## src/rtl/key_debounce_n.sv

```systemverilog
// key_debounce_n: per-key 2-flop synchroniser, debounce FSM and press/release pulses.
// Optional long-press pulse per key when KEY_LONG_PRESS_EN is defined.
module key_debounce_n #(
    parameter int   CLK_FRE       = 50_000_000,
    parameter int   DEBOUNCE_MS   = 20,
    parameter int   LONG_PRESS_MS = 1000,
    parameter int   CNT_WIDTH     = 28,
    parameter int   KEY_NUM       = 4,
    parameter logic KEY_ACT_LOW   = 1'b1
) (
    input  logic               clk,
    input  logic               rst,
    input  logic               en,
    input  logic [KEY_NUM-1:0] keys_in,
    output logic [KEY_NUM-1:0] key_state,
    output logic [KEY_NUM-1:0] key_press,
    output logic [KEY_NUM-1:0] key_release,
    output logic [KEY_NUM-1:0] key_long
);

    localparam int DB_CYC = CLK_FRE / 1000 * DEBOUNCE_MS;
    localparam int LP_CYC = CLK_FRE / 1000 * LONG_PRESS_MS;
    localparam logic [CNT_WIDTH-1:0] DB_MAX  = CNT_WIDTH'(DB_CYC - 1);
    localparam logic [CNT_WIDTH-1:0] CNT_ONE = CNT_WIDTH'(1);

    if (DB_CYC < 2) begin : g_chk_db
        $error("key_debounce_n: DB_CYC must be at least 2");
    end
    if (LP_CYC <= DB_CYC) begin : g_chk_lp
        $error("key_debounce_n: LP_CYC must exceed DB_CYC");
    end
    if (CNT_WIDTH < 31 && LP_CYC >= (1 << CNT_WIDTH)) begin : g_chk_w
        $error("key_debounce_n: CNT_WIDTH too narrow for LP_CYC");
    end

    typedef enum logic [1:0] {ST_UP, ST_P_FILT, ST_DOWN, ST_R_FILT} state_t;

    logic [KEY_NUM-1:0]   r_sync1, r_sync2, w_s;
    state_t               r_state     [KEY_NUM];
    state_t               w_state_nxt [KEY_NUM];
    logic [CNT_WIDTH-1:0] r_cnt       [KEY_NUM];
    logic [CNT_WIDTH-1:0] w_cnt_nxt   [KEY_NUM];
    logic [KEY_NUM-1:0]   r_press, r_release, w_press_nxt, w_release_nxt;

    // Synchroniser idles at the released pin level so reset never looks like a press.
    always_ff @(posedge clk or posedge rst) begin
        if (rst) begin
            r_sync1 <= {KEY_NUM{KEY_ACT_LOW}};
            r_sync2 <= {KEY_NUM{KEY_ACT_LOW}};
        end else begin
            r_sync1 <= keys_in;
            r_sync2 <= r_sync1;
        end
    end

    assign w_s = KEY_ACT_LOW ? ~r_sync2 : r_sync2;

    always_ff @(posedge clk or posedge rst) begin
        if (rst) begin
            for (int i = 0; i < KEY_NUM; i++) begin
                r_state[i] <= ST_UP;
                r_cnt[i]   <= '0;
            end
            r_press   <= '0;
            r_release <= '0;
        end else begin
            for (int i = 0; i < KEY_NUM; i++) begin
                r_state[i] <= w_state_nxt[i];
                r_cnt[i]   <= w_cnt_nxt[i];
            end
            r_press   <= w_press_nxt;
            r_release <= w_release_nxt;
        end
    end

    always_comb begin
        w_press_nxt   = '0;
        w_release_nxt = '0;
        for (int i = 0; i < KEY_NUM; i++) begin
            w_state_nxt[i] = r_state[i];
            w_cnt_nxt[i]   = r_cnt[i];
            if (!en) begin
                w_state_nxt[i] = ST_UP;
                w_cnt_nxt[i]   = '0;
            end else begin
                case (r_state[i])
                    ST_UP: if (w_s[i]) begin
                        w_state_nxt[i] = ST_P_FILT;
                        w_cnt_nxt[i]   = '0;
                    end
                    ST_P_FILT: if (!w_s[i]) begin
                        w_state_nxt[i] = ST_UP;
                        w_cnt_nxt[i]   = '0;
                    end else if (r_cnt[i] == DB_MAX) begin
                        w_state_nxt[i] = ST_DOWN;
                        w_cnt_nxt[i]   = '0;
                        w_press_nxt[i] = 1'b1;
                    end else begin
                        w_cnt_nxt[i] = r_cnt[i] + CNT_ONE;
                    end
                    ST_DOWN: if (!w_s[i]) begin
                        w_state_nxt[i] = ST_R_FILT;
                        w_cnt_nxt[i]   = '0;
                    end
                    ST_R_FILT: if (w_s[i]) begin
                        w_state_nxt[i] = ST_DOWN;
                        w_cnt_nxt[i]   = '0;
                    end else if (r_cnt[i] == DB_MAX) begin
                        w_state_nxt[i]   = ST_UP;
                        w_cnt_nxt[i]     = '0;
                        w_release_nxt[i] = 1'b1;
                    end else begin
                        w_cnt_nxt[i] = r_cnt[i] + CNT_ONE;
                    end
                    default: begin
                        w_state_nxt[i] = ST_UP;
                        w_cnt_nxt[i]   = '0;
                    end
                endcase
            end
        end
    end

    always_comb begin
        key_state = '0;
        for (int i = 0; i < KEY_NUM; i++)
            key_state[i] = (r_state[i] == ST_DOWN) || (r_state[i] == ST_R_FILT);
    end

    assign key_press   = r_press;
    assign key_release = r_release;

`ifdef KEY_LONG_PRESS_EN
    localparam logic [CNT_WIDTH-1:0] LP_MAX = CNT_WIDTH'(LP_CYC - 1);
    localparam logic [CNT_WIDTH-1:0] LP_PRE = CNT_WIDTH'(LP_CYC - 2);

    logic [CNT_WIDTH-1:0] r_hold [KEY_NUM];
    logic [KEY_NUM-1:0]   r_long;

    // Hold counter parks at LP_MAX so the long pulse fires once per stay in DOWN.
    always_ff @(posedge clk or posedge rst) begin
        if (rst) begin
            for (int i = 0; i < KEY_NUM; i++) r_hold[i] <= '0;
            r_long <= '0;
        end else begin
            for (int i = 0; i < KEY_NUM; i++) begin
                if (r_state[i] == ST_DOWN && w_state_nxt[i] == ST_DOWN) begin
                    if (r_hold[i] != LP_MAX) r_hold[i] <= r_hold[i] + CNT_ONE;
                    r_long[i] <= (r_hold[i] == LP_PRE);
                end else begin
                    r_hold[i] <= '0;
                    r_long[i] <= 1'b0;
                end
            end
        end
    end

    assign key_long = r_long;
`else
    assign key_long = '0;
`endif

endmodule

```

## config.mk

```make
export PLATFORM = sky130hd
export DESIGN_NAME = key_debounce_n
export DESIGN_NICKNAME = d
export VERILOG_FILES = /design/src/rtl/key_debounce_n.sv
export SDC_FILE = /design/constraint.sdc
export NUM_CORES = 1
export LEC_CHECK = 0
export CAP_MARGIN = 30
export CORE_AREA = 2 2 146 148
export DETAILED_ROUTE_END_ITERATION = 16
export DIE_AREA = 0 0 148 150
export GPL_TIMING_DRIVEN = 0
export PLACE_DENSITY = 0.55
export SYNTH_ARGS = -nofsm -noshare
export SYNTH_HDL_FRONTEND = slang
export SYNTH_SLANG_ARGS = --single-unit
```

## constraint.sdc

```tcl
create_clock -name clk -period 4.7 [get_ports clk]
set_clock_uncertainty 0.05 [all_clocks]
set_input_delay 0.705 -clock clk [delete_from_list [all_inputs] [get_ports clk]]
set_output_delay 0.705 -clock clk [all_outputs]
set_load 0.02 [all_outputs]
```

### Word-level counts from Yosys, hierarchy flattened

Index checks and enable logic that the tools add are counted.
W data, S select, Z words.

* register bits after elaboration: 136
* bits of input ports: 7
* output and inout bits: 16

* add/sub/neg operators: 4
* equality and inequality tests: 32
* mux-type cells: 88
* bitwise operators: 1
* reductions and logical operators: 16

Operators by type and width (number)
* $mux W28: 24
* $pmux W28 S4: 4
* $add A28 B1 Y28 const B: 4
* $eq A28 B20 Y1 const B: 4
* $mux W2: 28
* $ne A4 B4 Y1 const B: 8
* $pmux W2 S4: 4
* $mux W1: 28
* $ne A3 B3 Y1 const B: 8
* $eq A2 B2 Y1 const B: 8
* $reduce_and A4 Y1: 4
* $eq A2 B1 Y1 const B: 4
* $logic_not A2 Y1: 4
* $reduce_and A2 Y1: 4
* $logic_or A1 B1 Y1: 4
* $not A4 Y4: 1

### Logic depth before layout (Yosys ltp)

* depth after elaboration: 5
* mapped depth: 8
* mapped depth without buffers: 6

### Worst setup path before layout

Ideal clock, no wire load.

* path type: input port to flip-flop
* from: in en
* to: reg r_cnt[40] (netlist bit)
* arrival time: 1965 ps
* required time: 4516 ps
* path slack: 2551 ps
* cell stages on the path: 7
* buffers on the path: 2
* path through: inv_1 clkbuf_1 nor3_1 clkbuf_1 nand3b_1 xor2_1 nor2_1

* word-level cells in the longest chain between the ends: 2
* elaborated cells between the ends (all ways): 4

RTL lines
* start, declared: line 13 `input logic en,`
* $ne A3 B3 Y1 (no source line)
* $reduce_and A2 Y1 (no source line)
* end signal, assigned by index: line 69 `r_cnt[i] <= w_cnt_nxt[i];`
* end, declared: line 41 `logic [CNT_WIDTH-1:0] r_cnt [KEY_NUM];`

Several ways; a longest one is shown, not always the timed one.
A chain may end at the register's enable or synchronous reset.

### Worst setup path in the final report

Same ends and word-level chain as after synthesis.

==> results_dict.tcl <==
set metrics [dict create \
    cp-end-kind "register" \
    hold_buffers 0 \
    rsz0062_at_grt "false" \
    muxShareOfSynthArea 0.00281 \
    fin_area_mm2 0.00825 \
    syn_avg_cell_area_um2 9.54 \
    area_growth_syn_to_layout_pct 15.7 \
    combPwrFrac 0.041 \
    place.gp.congestion 0.818 \
    ant_nets 0 \
    grt_pass1_vias 5487 \
    whs_ps 305 \
    timing.rr.start "r_cnt[0]$_DFFE_PP0P_" \
    yosys_register_bits 136 \
    stdcell_count 1080 \
    clock.fmax_ghz 0.319 \
    p_int_mw 1.96 \
    routedWlPerCell_um 14.8 \
    rr_worst_depth 7 \
    use_met3 0.0375 \
    synth_top_area_share 0.449 \
    die_area_mm2 0.0222 \
    critPathKind "input pin to register" \
    cpPeakStageDelay_ps 760 \
    grt_busiest_layer "met2" \
    die_h_um 150 \
    dp_cells 1047 \
    num_antenna_cells 0 \
    cts.clk_slew.worst_paths_ps 50 \
    path_buf_inv 4 \
    required_ps 4930 \
    cp_top_family "buffers and inverters" \
    ys_top_cells_by_area "dfrtp_1 45%, xor2_1 5.4%, nor2_1 5.2%, xnor2_1 5.0%, nand3_1 3.4%" \
    powerDensity_mw_per_mm2 309 \
    numClockSinks 136 \
    p_seq_frac 0.467 \
    fp-row-count 53 \
    fillCellCount 2083 \
    cpMaxStageDelayCell "nor3_1" \
    htree_num_levels 4 \
    yosys.area_share.simple 0.301 \
    power_switching_mw 0.583 \
    tritoncts "built" \
    finalCritPeriodShare 0.666 \
    synthTopCellsByCount "128 x dfrtp_1, 99 x nor2_1, 62 x nand2_1" \
    power_mw 2.55 \
    clk_path_buf_depth 2 \
    crit_top_cell "clkbuf_1" \
    finalWirelength_mm 16.0 \
    max_slew_margin 0.389 \
    min_period_ps 3130 \
    synthAdderAreaFrac 0.00701 \
    start_kind "input pin" \
    drc 0 \
    synth_cells 748 \
    rrSetupSlack_ps 2170 \
    tns_ps 0 \
    async_flop_share 1.00 \
    grt_max_degree 90 \
    antenna_found_initial 0 \
    critPathMaxFanout 10 \
    synth_area_mm2 0.00714 \
    setup_violations 0 \
    place_ws_ps 1110 \
    maxCapViolCount 0 \
    clock-root-buffer "clkbuf_16" \
    synth_xor_area_frac 0.104 \
    num_vias 5619 \
    crit_start "en" \
    yosys.area.top_type "dfrtp_1" \
    max-vdd-ir-drop_v 0.000196 \
    synth_top_family_by_area "simple AND/OR/NAND/NOR gates" \
    power_leakage_nw 3.25 \
    hold_viol 0 \
    vias_per_cell 5.20 \
    track_usage 0.156 \
    cts_resized 0 \
    dr.pass1.iters 4 \
    yosysWarnings 0 \
    tightest_slew_ps 909 \
    post_dp_cell_area_mm2 0.00771 \
    synth_compound_area_frac 0.0789 \
    swShare 0.229 \
    initial_core_util 0.345 \
    path_depth 8 \
    setup_slack_ps 1570 \
    path_cells "clkdlybuf4s50_1 > inv_1 > clkbuf_1 > nor3_1 > clkbuf_1 > nand3b_1 > xor2_1 > nor2_1" \
    drtIter0Drc 383 \
    multi_input_area_mm2 0.00354 \
    grt_pass1_wl_mm 28.1 \
    ys.flop_type "dfrtp_1" \
    slew_viol_final 0 \
    final_util 0.399 \
    portBuffers 18 \
    status "complete, no violations" \
    critPathArrivalTime_ps 3360 \
    overflow 0 \
    synthDistinctLibCells 68 \
    die-width_um 148 \
    endpoint "r_cnt[40]$_DFFE_PP0P_" \
    postCtsSetupBuffers 0 \
    synth_edf_count 0 \
    yosys.cell_count.top_type "dfrtp_1" \
    grt.met2_usage 0.240 \
    drive_gt1_frac 0.0932 \
    clockPowerShare 0.492 \
    regArea_mm2 0.00341 \
    r2r-end "r_cnt[7]$_DFFE_PP0P_" \
    nNetsFinal 803 \
    io_pins 23 \
    clk_latency_ps 430 \
    synth-seq-area-share 0.478 \
    hold_class "register to register" \
    core_mm2 0.0207 \
    grt_use_met1 0.222 \
    hpwl_mm 10.7 \
    cts_buffers 17 \
]
## layer usage
layer	wire, µm	up-vias
met5	0	-
met4	182	0
met3	526	17
met2	7170	75
met1	8150	2744
li1	-	2783
## worst min-delay path by stage
stage | startpoint | slack [ps] | cells past startpoint | endpoint
finish | r_sync1[2]$_DFF_PP1_ | 300 | 0 | r_sync2[2]$_DFF_PP1_
global route | r_sync1[3]$_DFF_PP1_ | 310 | 0 | r_sync2[3]$_DFF_PP1_
CTS | r_sync1[2]$_DFF_PP1_ | 310 | 0 | r_sync2[2]$_DFF_PP1_
detailed placement | r_sync1[2]$_DFF_PP1_ | 300 | 0 | r_sync2[2]$_DFF_PP1_
global placement | r_sync1[3]$_DFF_PP1_ | 300 | 0 | r_sync2[3]$_DFF_PP1_
floorplan | r_sync1[0]$_DFF_PP1_ | 300 | 0 | r_sync2[0]$_DFF_PP1_
## power by group through the flow
stage / clock network [mW] / logic, mW / registers (mW)
floorplan: 0 / 0.0719 / 1.21
global placement: 0 / 0.103 / 1.21
detailed placement: 0 / 0.107 / 1.21
CTS: 1.29 / 0.108 / 1.19
global route: 1.34 / 0.121 / 1.19
finish: 1.25 / 0.104 / 1.19
## flip-flops by register name, summed over array words and instances (netlist names)
register	cells
key_press	4
key_release	4
r_cnt	112
r_state	8
r_sync1	4
r_sync2	4
## cells in the final DEF, fill, tap and decap left out, drive strengths merged, types with 10 or more instances in the layout
| master | netlist | routed |
|---|---|---|
| a21oi | 10 | 10 |
| a31oi | 19 | 19 |
| and3 | 24 | 24 |
| and4 | 15 | 15 |
| buf | 14 | 17 |
| clkbuf | 14 | 43 |
| clkdlybuf4s50 | 0 | 18 |
| dfrtp | 128 | 128 |
| inv | 11 | 11 |
| nand2 | 62 | 62 |
| nand3 | 50 | 50 |
| nand4 | 35 | 35 |
| nor2 | 109 | 109 |
| nor3 | 28 | 28 |
| nor4 | 25 | 25 |
| o21ai | 19 | 19 |
| or4 | 10 | 10 |
| xnor2 | 41 | 41 |
| xor2 | 44 | 44 |
## logic make-up after synthesis
logic type,after synthesis
compound gates,83
xor+xnor,85
fa+ha+maj,4
buf+inv,39
flops,136
mux,2
other cells,1
simple gates,398
## worst reg2reg max path, delay by kind of cell, from the launching register on
family	cells	cell delay, ps
fa+ha+maj	1	200
buf+inv	1	280
flops	1	400
compound gates	1	400
simple gates	4	1090
## cell type report
type	count	area share
timing repair buffer	22	0.0273
clock buffer	28	0.0590
sequential	136	0.414
inverter	11	0.00561
buffer	28	0.0186
multi-input combinational	576	0.429
tap	275	0.0417
clock inverter	4	0.00546
Power figures use the tool's default switching activity.
